### src/rtl/uart_loader.sv
`default_nettype none
// ============================================================================
// Module      : uart_loader
// Description : UART program-download master. Receives a framed image
//               (0xA5, LEN_LO, LEN_HI, LEN x 4 payload bytes LE, CSUM) on
//               rx_pin, writes each word to ROM through bus master 2, holds
//               the core while a frame is in progress and replies with a
//               single ACK (0x06) / NAK (0x15) byte on tx_pin.
// Ports       : clk, rst (async, active low), en (loader enable),
//               rx_pin / tx_pin (UART 8N1), req / we / wraddr / wdata /
//               rdata (bus master 2), core_hold, busy, err (sticky error).
// Revision    : 1.0 - initial release
// ============================================================================
module uart_loader #(
    parameter int          CLK_FREQ     = 50000000,
    parameter int          BAUD         = 115200,
    parameter logic [31:0] ROM_BASE     = 32'h0000_0000,
    parameter int          MAX_WORDS    = 4096,
    parameter int          TIMEOUT_BITS = 40
) (
    input  logic        clk,
    input  logic        rst,
    input  logic        en,
    input  logic        rx_pin,
    output logic        tx_pin,
    output logic        req,
    output logic        we,
    output logic [31:0] wraddr,
    output logic [31:0] wdata,
    input  logic [31:0] rdata,
    output logic        core_hold,
    output logic        busy,
    output logic        err
);

    localparam logic [15:0] c_div    = 16'(CLK_FREQ / BAUD);
    localparam logic [15:0] c_half   = c_div >> 1;
    localparam logic [31:0] c_to_lim = 32'(TIMEOUT_BITS * (CLK_FREQ / BAUD));
    localparam logic [31:0] c_max    = 32'(MAX_WORDS);
    localparam logic [7:0]  c_sync   = 8'hA5;

    localparam logic [2:0] S_IDLE  = 3'd0;
    localparam logic [2:0] S_LEN0  = 3'd1;
    localparam logic [2:0] S_LEN1  = 3'd2;
    localparam logic [2:0] S_DATA  = 3'd3;
    localparam logic [2:0] S_WRITE = 3'd4;
    localparam logic [2:0] S_CSUM  = 3'd5;
    localparam logic [2:0] S_RESP  = 3'd6;

    // ---------------- UART receiver ----------------
    logic        r_rx_meta, r_rx_sync, r_rx_prev;
    logic        r_rx_busy, r_rx_valid, r_rx_ferr;
    logic [15:0] r_rx_cnt;
    logic [3:0]  r_rx_bit;
    logic [7:0]  r_rx_shift;
    logic        w_rx_start;

    assign w_rx_start = en & ~r_rx_busy & r_rx_prev & ~r_rx_sync;

    always_ff @(posedge clk or negedge rst) begin
        if (!rst) begin
            r_rx_meta  <= 1'b1;
            r_rx_sync  <= 1'b1;
            r_rx_prev  <= 1'b1;
            r_rx_busy  <= 1'b0;
            r_rx_valid <= 1'b0;
            r_rx_ferr  <= 1'b0;
            r_rx_cnt   <= 16'd0;
            r_rx_bit   <= 4'd0;
            r_rx_shift <= 8'd0;
        end else begin
            r_rx_meta  <= rx_pin;
            r_rx_sync  <= r_rx_meta;
            r_rx_prev  <= r_rx_sync;
            r_rx_valid <= 1'b0;
            r_rx_ferr  <= 1'b0;
            if (!en) begin
                r_rx_busy <= 1'b0;
            end else if (!r_rx_busy) begin
                if (w_rx_start) begin
                    r_rx_busy <= 1'b1;
                    r_rx_cnt  <= c_half - 16'd1;
                    r_rx_bit  <= 4'd0;
                end
            end else if (r_rx_cnt != 16'd0) begin
                r_rx_cnt <= r_rx_cnt - 16'd1;
            end else begin
                r_rx_cnt <= c_div - 16'd1;
                if (r_rx_bit == 4'd0) begin
                    // Start bit gone high at its centre: treat as a glitch.
                    if (r_rx_sync) r_rx_busy <= 1'b0;
                    else           r_rx_bit  <= 4'd1;
                end else if (r_rx_bit <= 4'd8) begin
                    r_rx_shift <= {r_rx_sync, r_rx_shift[7:1]};
                    r_rx_bit   <= r_rx_bit + 4'd1;
                end else begin
                    r_rx_busy <= 1'b0;
                    if (r_rx_sync) r_rx_valid <= 1'b1;
                    else           r_rx_ferr  <= 1'b1;
                end
            end
        end
    end

    // ---------------- Frame FSM ----------------
    logic [2:0]  r_state, w_next;
    logic [15:0] r_len, r_idx;
    logic [1:0]  r_byte_cnt;
    logic [7:0]  r_sum, r_resp;
    logic [31:0] r_asm, r_wraddr, r_wdata, r_to_cnt;
    logic        r_err;
    logic [15:0] r_tx_cnt;
    logic [3:0]  r_tx_bit;
    logic        w_nak, w_load_resp, w_set_err, w_tx_done, w_timeout, w_sync_hit;
    logic [15:0] w_len_rx;
    logic [2:0]  w_tx_idx;
    logic        w_unused_ok;

    assign w_unused_ok = ^rdata;
    assign w_len_rx    = {r_rx_shift, r_len[7:0]};
    assign w_tx_done   = (r_tx_bit == 4'd9) && (r_tx_cnt == c_div - 16'd1);
    assign w_timeout   = (r_to_cnt == c_to_lim - 32'd1);
    assign w_sync_hit  = en && (r_state == S_IDLE) && r_rx_valid && (r_rx_shift == c_sync);
    assign w_tx_idx    = 3'(r_tx_bit - 4'd1);

    always_comb begin
        w_next      = r_state;
        w_nak       = 1'b0;
        w_load_resp = 1'b0;
        w_set_err   = 1'b0;
        if (!en) begin
            w_next = S_IDLE;
        end else begin
            case (r_state)
                S_IDLE: begin
                    if (r_rx_ferr)       w_set_err = 1'b1;
                    else if (w_sync_hit) w_next    = S_LEN0;
                end
                S_RESP: begin
                    if (w_tx_done) w_next = S_IDLE;
                end
                default: begin
                    if (r_rx_ferr) begin
                        w_next    = S_IDLE;
                        w_set_err = 1'b1;
                    end else if (w_timeout) begin
                        w_next      = S_RESP;
                        w_set_err   = 1'b1;
                        w_nak       = 1'b1;
                        w_load_resp = 1'b1;
                    end else begin
                        case (r_state)
                            S_LEN0: if (r_rx_valid) w_next = S_LEN1;
                            S_LEN1: begin
                                if (r_rx_valid) begin
                                    if (32'(w_len_rx) > c_max) begin
                                        w_next      = S_RESP;
                                        w_nak       = 1'b1;
                                        w_load_resp = 1'b1;
                                    end else if (w_len_rx == 16'd0) begin
                                        w_next = S_CSUM;
                                    end else begin
                                        w_next = S_DATA;
                                    end
                                end
                            end
                            S_DATA: if (r_rx_valid && r_byte_cnt == 2'd3) w_next = S_WRITE;
                            S_WRITE: w_next = (r_idx == r_len - 16'd1) ? S_CSUM : S_DATA;
                            S_CSUM: begin
                                if (r_rx_valid) begin
                                    w_next      = S_RESP;
                                    w_load_resp = 1'b1;
                                    if (r_rx_shift != r_sum) begin
                                        w_nak     = 1'b1;
                                        w_set_err = 1'b1;
                                    end
                                end
                            end
                            default: w_next = S_IDLE;
                        endcase
                    end
                end
            endcase
        end
    end

    always_ff @(posedge clk or negedge rst) begin
        if (!rst) begin
            r_state    <= S_IDLE;
            r_len      <= 16'd0;
            r_idx      <= 16'd0;
            r_byte_cnt <= 2'd0;
            r_sum      <= 8'd0;
            r_resp     <= 8'd0;
            r_asm      <= 32'd0;
            r_wraddr   <= 32'd0;
            r_wdata    <= 32'd0;
            r_to_cnt   <= 32'd0;
            r_err      <= 1'b0;
            r_tx_cnt   <= 16'd0;
            r_tx_bit   <= 4'd0;
        end else begin
            r_state <= w_next;
            if (w_set_err)       r_err <= 1'b1;
            else if (w_sync_hit) r_err <= 1'b0;

            if (w_sync_hit) begin
                r_idx      <= 16'd0;
                r_sum      <= 8'd0;
                r_byte_cnt <= 2'd0;
            end
            if (en && r_rx_valid && r_state == S_LEN0) r_len[7:0]  <= r_rx_shift;
            if (en && r_rx_valid && r_state == S_LEN1) r_len[15:8] <= r_rx_shift;
            if (en && r_rx_valid && r_state == S_DATA) begin
                // Shift right so the first byte lands in bits [7:0].
                r_sum      <= r_sum + r_rx_shift;
                r_asm      <= {r_rx_shift, r_asm[31:8]};
                r_byte_cnt <= r_byte_cnt + 2'd1;
                if (r_byte_cnt == 2'd3) begin
                    r_wdata  <= {r_rx_shift, r_asm[31:8]};
                    r_wraddr <= ROM_BASE + {14'd0, r_idx, 2'b00};
                end
            end
            if (r_state == S_WRITE) r_idx <= r_idx + 16'd1;

            if (w_load_resp) begin
                r_resp   <= w_nak ? 8'h15 : 8'h06;
                r_tx_cnt <= 16'd0;
                r_tx_bit <= 4'd0;
            end else if (r_state == S_RESP) begin
                if (r_tx_cnt == c_div - 16'd1) begin
                    r_tx_cnt <= 16'd0;
                    r_tx_bit <= r_tx_bit + 4'd1;
                end else begin
                    r_tx_cnt <= r_tx_cnt + 16'd1;
                end
            end

            // Inter-byte timeout restarts on every detected start bit.
            if (!en || r_state == S_IDLE || r_state == S_RESP || w_rx_start) r_to_cnt <= 32'd0;
            else                                                               r_to_cnt <= r_to_cnt + 32'd1;
        end
    end

    always_comb begin
        tx_pin = 1'b1;
        if (r_state == S_RESP) begin
            if (r_tx_bit == 4'd0)      tx_pin = 1'b0;
            else if (r_tx_bit <= 4'd8) tx_pin = r_resp[w_tx_idx];
            else                       tx_pin = 1'b1;
        end
    end

    assign req       = (r_state == S_WRITE);
    assign we        = req;
    assign wraddr    = r_wraddr;
    assign wdata     = r_wdata;
    assign busy      = (r_state != S_IDLE);
    assign core_hold = busy;
    assign err       = r_err;

endmodule
`default_nettype wire

### config.mk
export PLATFORM = sky130hd
export DESIGN_NAME = uart_loader
export DESIGN_NICKNAME = d
export VERILOG_FILES = /design/src/rtl/uart_loader.sv
export SDC_FILE = /design/constraint.sdc
export NUM_CORES = 1
export LEC_CHECK = 0
export CORE_AREA = 2 2 197 102
export DETAILED_ROUTE_END_ITERATION = 16
export DIE_AREA = 0 0 199 104
export PLACE_DENSITY = 0.86
export SYNTH_ARGS = -nofsm -noshare
export SYNTH_HDL_FRONTEND = slang
export SYNTH_SLANG_ARGS = --single-unit
### constraint.sdc
create_clock -name clk -period 7.4 [get_ports clk]
set_clock_uncertainty 0.05 [all_clocks]
set_input_delay 1.11 -clock clk [delete_from_list [all_inputs] [get_ports clk]]
set_output_delay 1.11 -clock clk [all_outputs]
set_load 0.005 [all_outputs]
==> flow_summary.toml <==
[clocking]
cts_resized = 0
cts.clk_slew.worst_paths_ps = 70
cts_tree = "built"
cts_buffer_depth = 3
clock-sinks = 207
cts-root-buf = "clkbuf_16"
numCtsBuffers = 18
htree_levels = 1
cts_hold_buf = 0
cts_setup_buffers = 0
clkLatencyLatePin_ps = 500

[die]
dieArea_um2 = 20700
die_x_um = 199
io_pins = 106
coreArea_um2 = 19100
die_h_um = 104
initial_core_util = 0.538
row_count = 36

[final_layout]
nFillCells = 1533
num_antenna_cells = 0
regArea_um2 = 5180
postLayoutCoreUtil = 0.606
nets = 1117
final-instance-count-excl-fill = 1337
multiInputGateArea_um2 = 4700
drive_gt1_frac = 0.116
syn_to_final_growth_pct = 12.6

[synthesis]
ys_types = 71
synth_top_area_frac = 0.498
synth-seq-cells = 207
synth_ff_type = "dfrtp_1"
synth_edf_count = 0
ys_top_cells_by_count = "dfrtp_1 (204), nand2_1 (141), nor2_1 (94)"
synth.most_common_cell = "dfrtp_1"
synth_area_leaders = "dfrtp_1 (50%), mux2_2 (7.6%), nand2_1 (5.2%)"
netlist_instances = 1019
yosysTopAreaCell = "dfrtp_1"
ys.warnings.count = 0
async_flop_share = 1.00
syn-mean-instance-area_um2 = 10.1
ys_seq_area_frac = 0.506
netlist_area_um2 = 10200

[route]
drt-pass1-iter-count = 7
drtIter0Drc = 836
wl_um = 23200
ant_nets = 0
vias_per_cell = 5.75
num_vias = 7686
drcViolationCount = 0
wire_per_inst_um = 17.4

[global_routing]
grtUsageTotal = 0.229
grt_max_degree = 97
grt_pass1_vias = 7431
grt_first_pass_wirelength_um = 38300
antenna_found_initial = 0
grt.overflow.total = 0

[timing]
fmax_mhz = 255
whs_ps = 306
setup_ws_ps = 3490
setup_tns_ps = 0
post-route-period-util = 0.529
slew_violations = 0
period_minus_slack_ps = 3910
slew_headroom = 0.214
setup_violations = 0
tightest_slew_ps = 1180
grt_setup_unrepaired = "false"
hold_violations = 0

[pwr]
vdd_ir_drop_max_uv = 150
total_leakage_power_nw = 5.27
power.density_nw_per_um2 = 190

[critical_path]
end_kind = "output port"
crit_chain = "inv_1 > ha_1 > xnor2_1 > nand2_1 > o21ai_0 > nand2_1 > o21ai_0 > maj3_1 > nand2b_1 > clkdlybuf4s50_1"
crit_path_start = "r_tx_bit[0]$_DFFE_PN0P_"
startpoint_type = "flop"
regToRegEndpoint = "r_tx_cnt[13]$_DFFE_PN0P_"
critPathArrivalTime_ps = 2750
timing.rr.start = "r_len[0]$_DFFE_PN0P_"
cp_slowest_stage_delay_ps = 480
critical_path_required_ps = 6240
cp_max_fo = 7
crit_path_top_delay_cell = "clkdlybuf4s50_1"
rr_worst_depth = 9
critical_path_class = "reg2out"
r2r_slack_ps = 4050

[min_path]
holdPathEnd = "r_rx_sync$_DFF_PN1_"
hold_path.class = "reg2reg"
hold-path-cell-count = 0
min-delay-start = "r_rx_meta$_DFF_PN1_"

[run_status]
status = "completed"

[place]
port_buffers = 57
place_worst_setup_slack_ps = 3330
gp_congestion = 0.866
place_inst = 1305
place.detailed.hpwl_um = 15800

[flow_run]
cap_violations = 0
-- cells in the final DEF, fill, tap and decap left out, types with 4 or more instances in the layout --
cell and instances:
clkbuf_16 19, nand2b_1 4, xor2_1 43, and3_1 18, ha_1 21, mux2_2 69, or4_1 5, nand4b_1 4
o31ai_1 7, o21ai_0 48, and2_1 5, xnor2_1 38, clkbuf_1 5, clkbuf_8 4, a21oi_1 30, nand2_1 140
or3_1 12, inv_1 32, nor4_1 13, or2_2 4, and4_1 9, nand3_1 56, conb_1 16, nor2b_1 4
buf_4 6, clkdlybuf4s50_1 56, nor3_1 19, nand4_1 16, dfrtp_1 204, clkinv_2 4, mux2i_1 4, nor2_1 94
-- how the worst max path moves through the flow --
stage                                  end  slack, ps  cells after the start
global route                        tx_pin       3210                     10
global placement     wraddr[6]$_DFFE_PN0P_       3430                      5
finish                              tx_pin       3490                     10
CTS                                 tx_pin       3480                     10
floorplan            wdata[23]$_DFFE_PN0P_       4650                      6
detailed placement  wraddr[10]$_DFFE_PN0P_       3330                      5
-- stage by stage --
step | area [um^2] | power [mW]
after floorplan | 10300 | 1.23
after global placement | 11000 | 1.26
after detailed placement | 11000 | 1.26
after CTS | 11500 | 2.20
after global routing | 11500 | 2.27
final | 11500 | 2.19
-- logic make-up after synthesis --
| kind of cell | count (synthesis) | share of synthesized area |
|---|---|---|
| simple gates | 426 | 0.204 |
| flops | 207 | 0.506 |
| compound gates | 117 | 0.0698 |
| buf+inv | 90 | 0.0415 |
| xor+xnor | 81 | 0.0692 |
| mux | 73 | 0.0797 |
| fa+ha+maj | 24 | 0.0295 |
| other cells | 1 | 0.000366 |
-- power breakdown --
group / internal, mW / leakage [nW] / switching (mW)
sequential: 1.14 / 2.71 / 0.0141
clock: 0.537 / 0.291 / 0.415
combinational: 0.0236 / 2.27 / 0.0577
-- cell type report --
cell class,count,area share
clock buffer,27,0.0464
clock inverter,5,0.00434
timing repair buffer,63,0.0537
multi-input combinational,737,0.407
tap,266,0.0288
sequential,207,0.449
inverter,32,0.0104
-- sequential cells by signal, indices dropped and copies added, names as in the netlist, 2 cells and up --
register and flops:
r_tx_cnt 16, r_idx 16, r_sum 8, wdata 32
r_tx_bit 4, r_state 3, r_len 16, r_rx_shift 8
r_asm 24, r_rx_bit 4, r_byte_cnt 2, r_rx_cnt 16
wraddr 16, r_resp 3, r_to_cnt 32
-- per-layer routing --
layer	global-route usage	wire, um	vias up
met5	0.0148	0	-
met4	0.0458	370	0
met3	0.0405	2000	42
met2	0.332	9840	293
met1	0.359	11000	3778
li1	-	-	3573
-- critical path: cells and delay by family (launching register included) --
kind                     cells  cell delay (ps)
buffers and inverters        2              580
adder cells (fa/ha/maj)      2              580
flip-flops                   1              470
AND/OR/NAND/NOR              3              340
AO/OA/AOI/OAI                2              150
XOR/XNOR                     1              140
(Power assumes the default switching activity.)
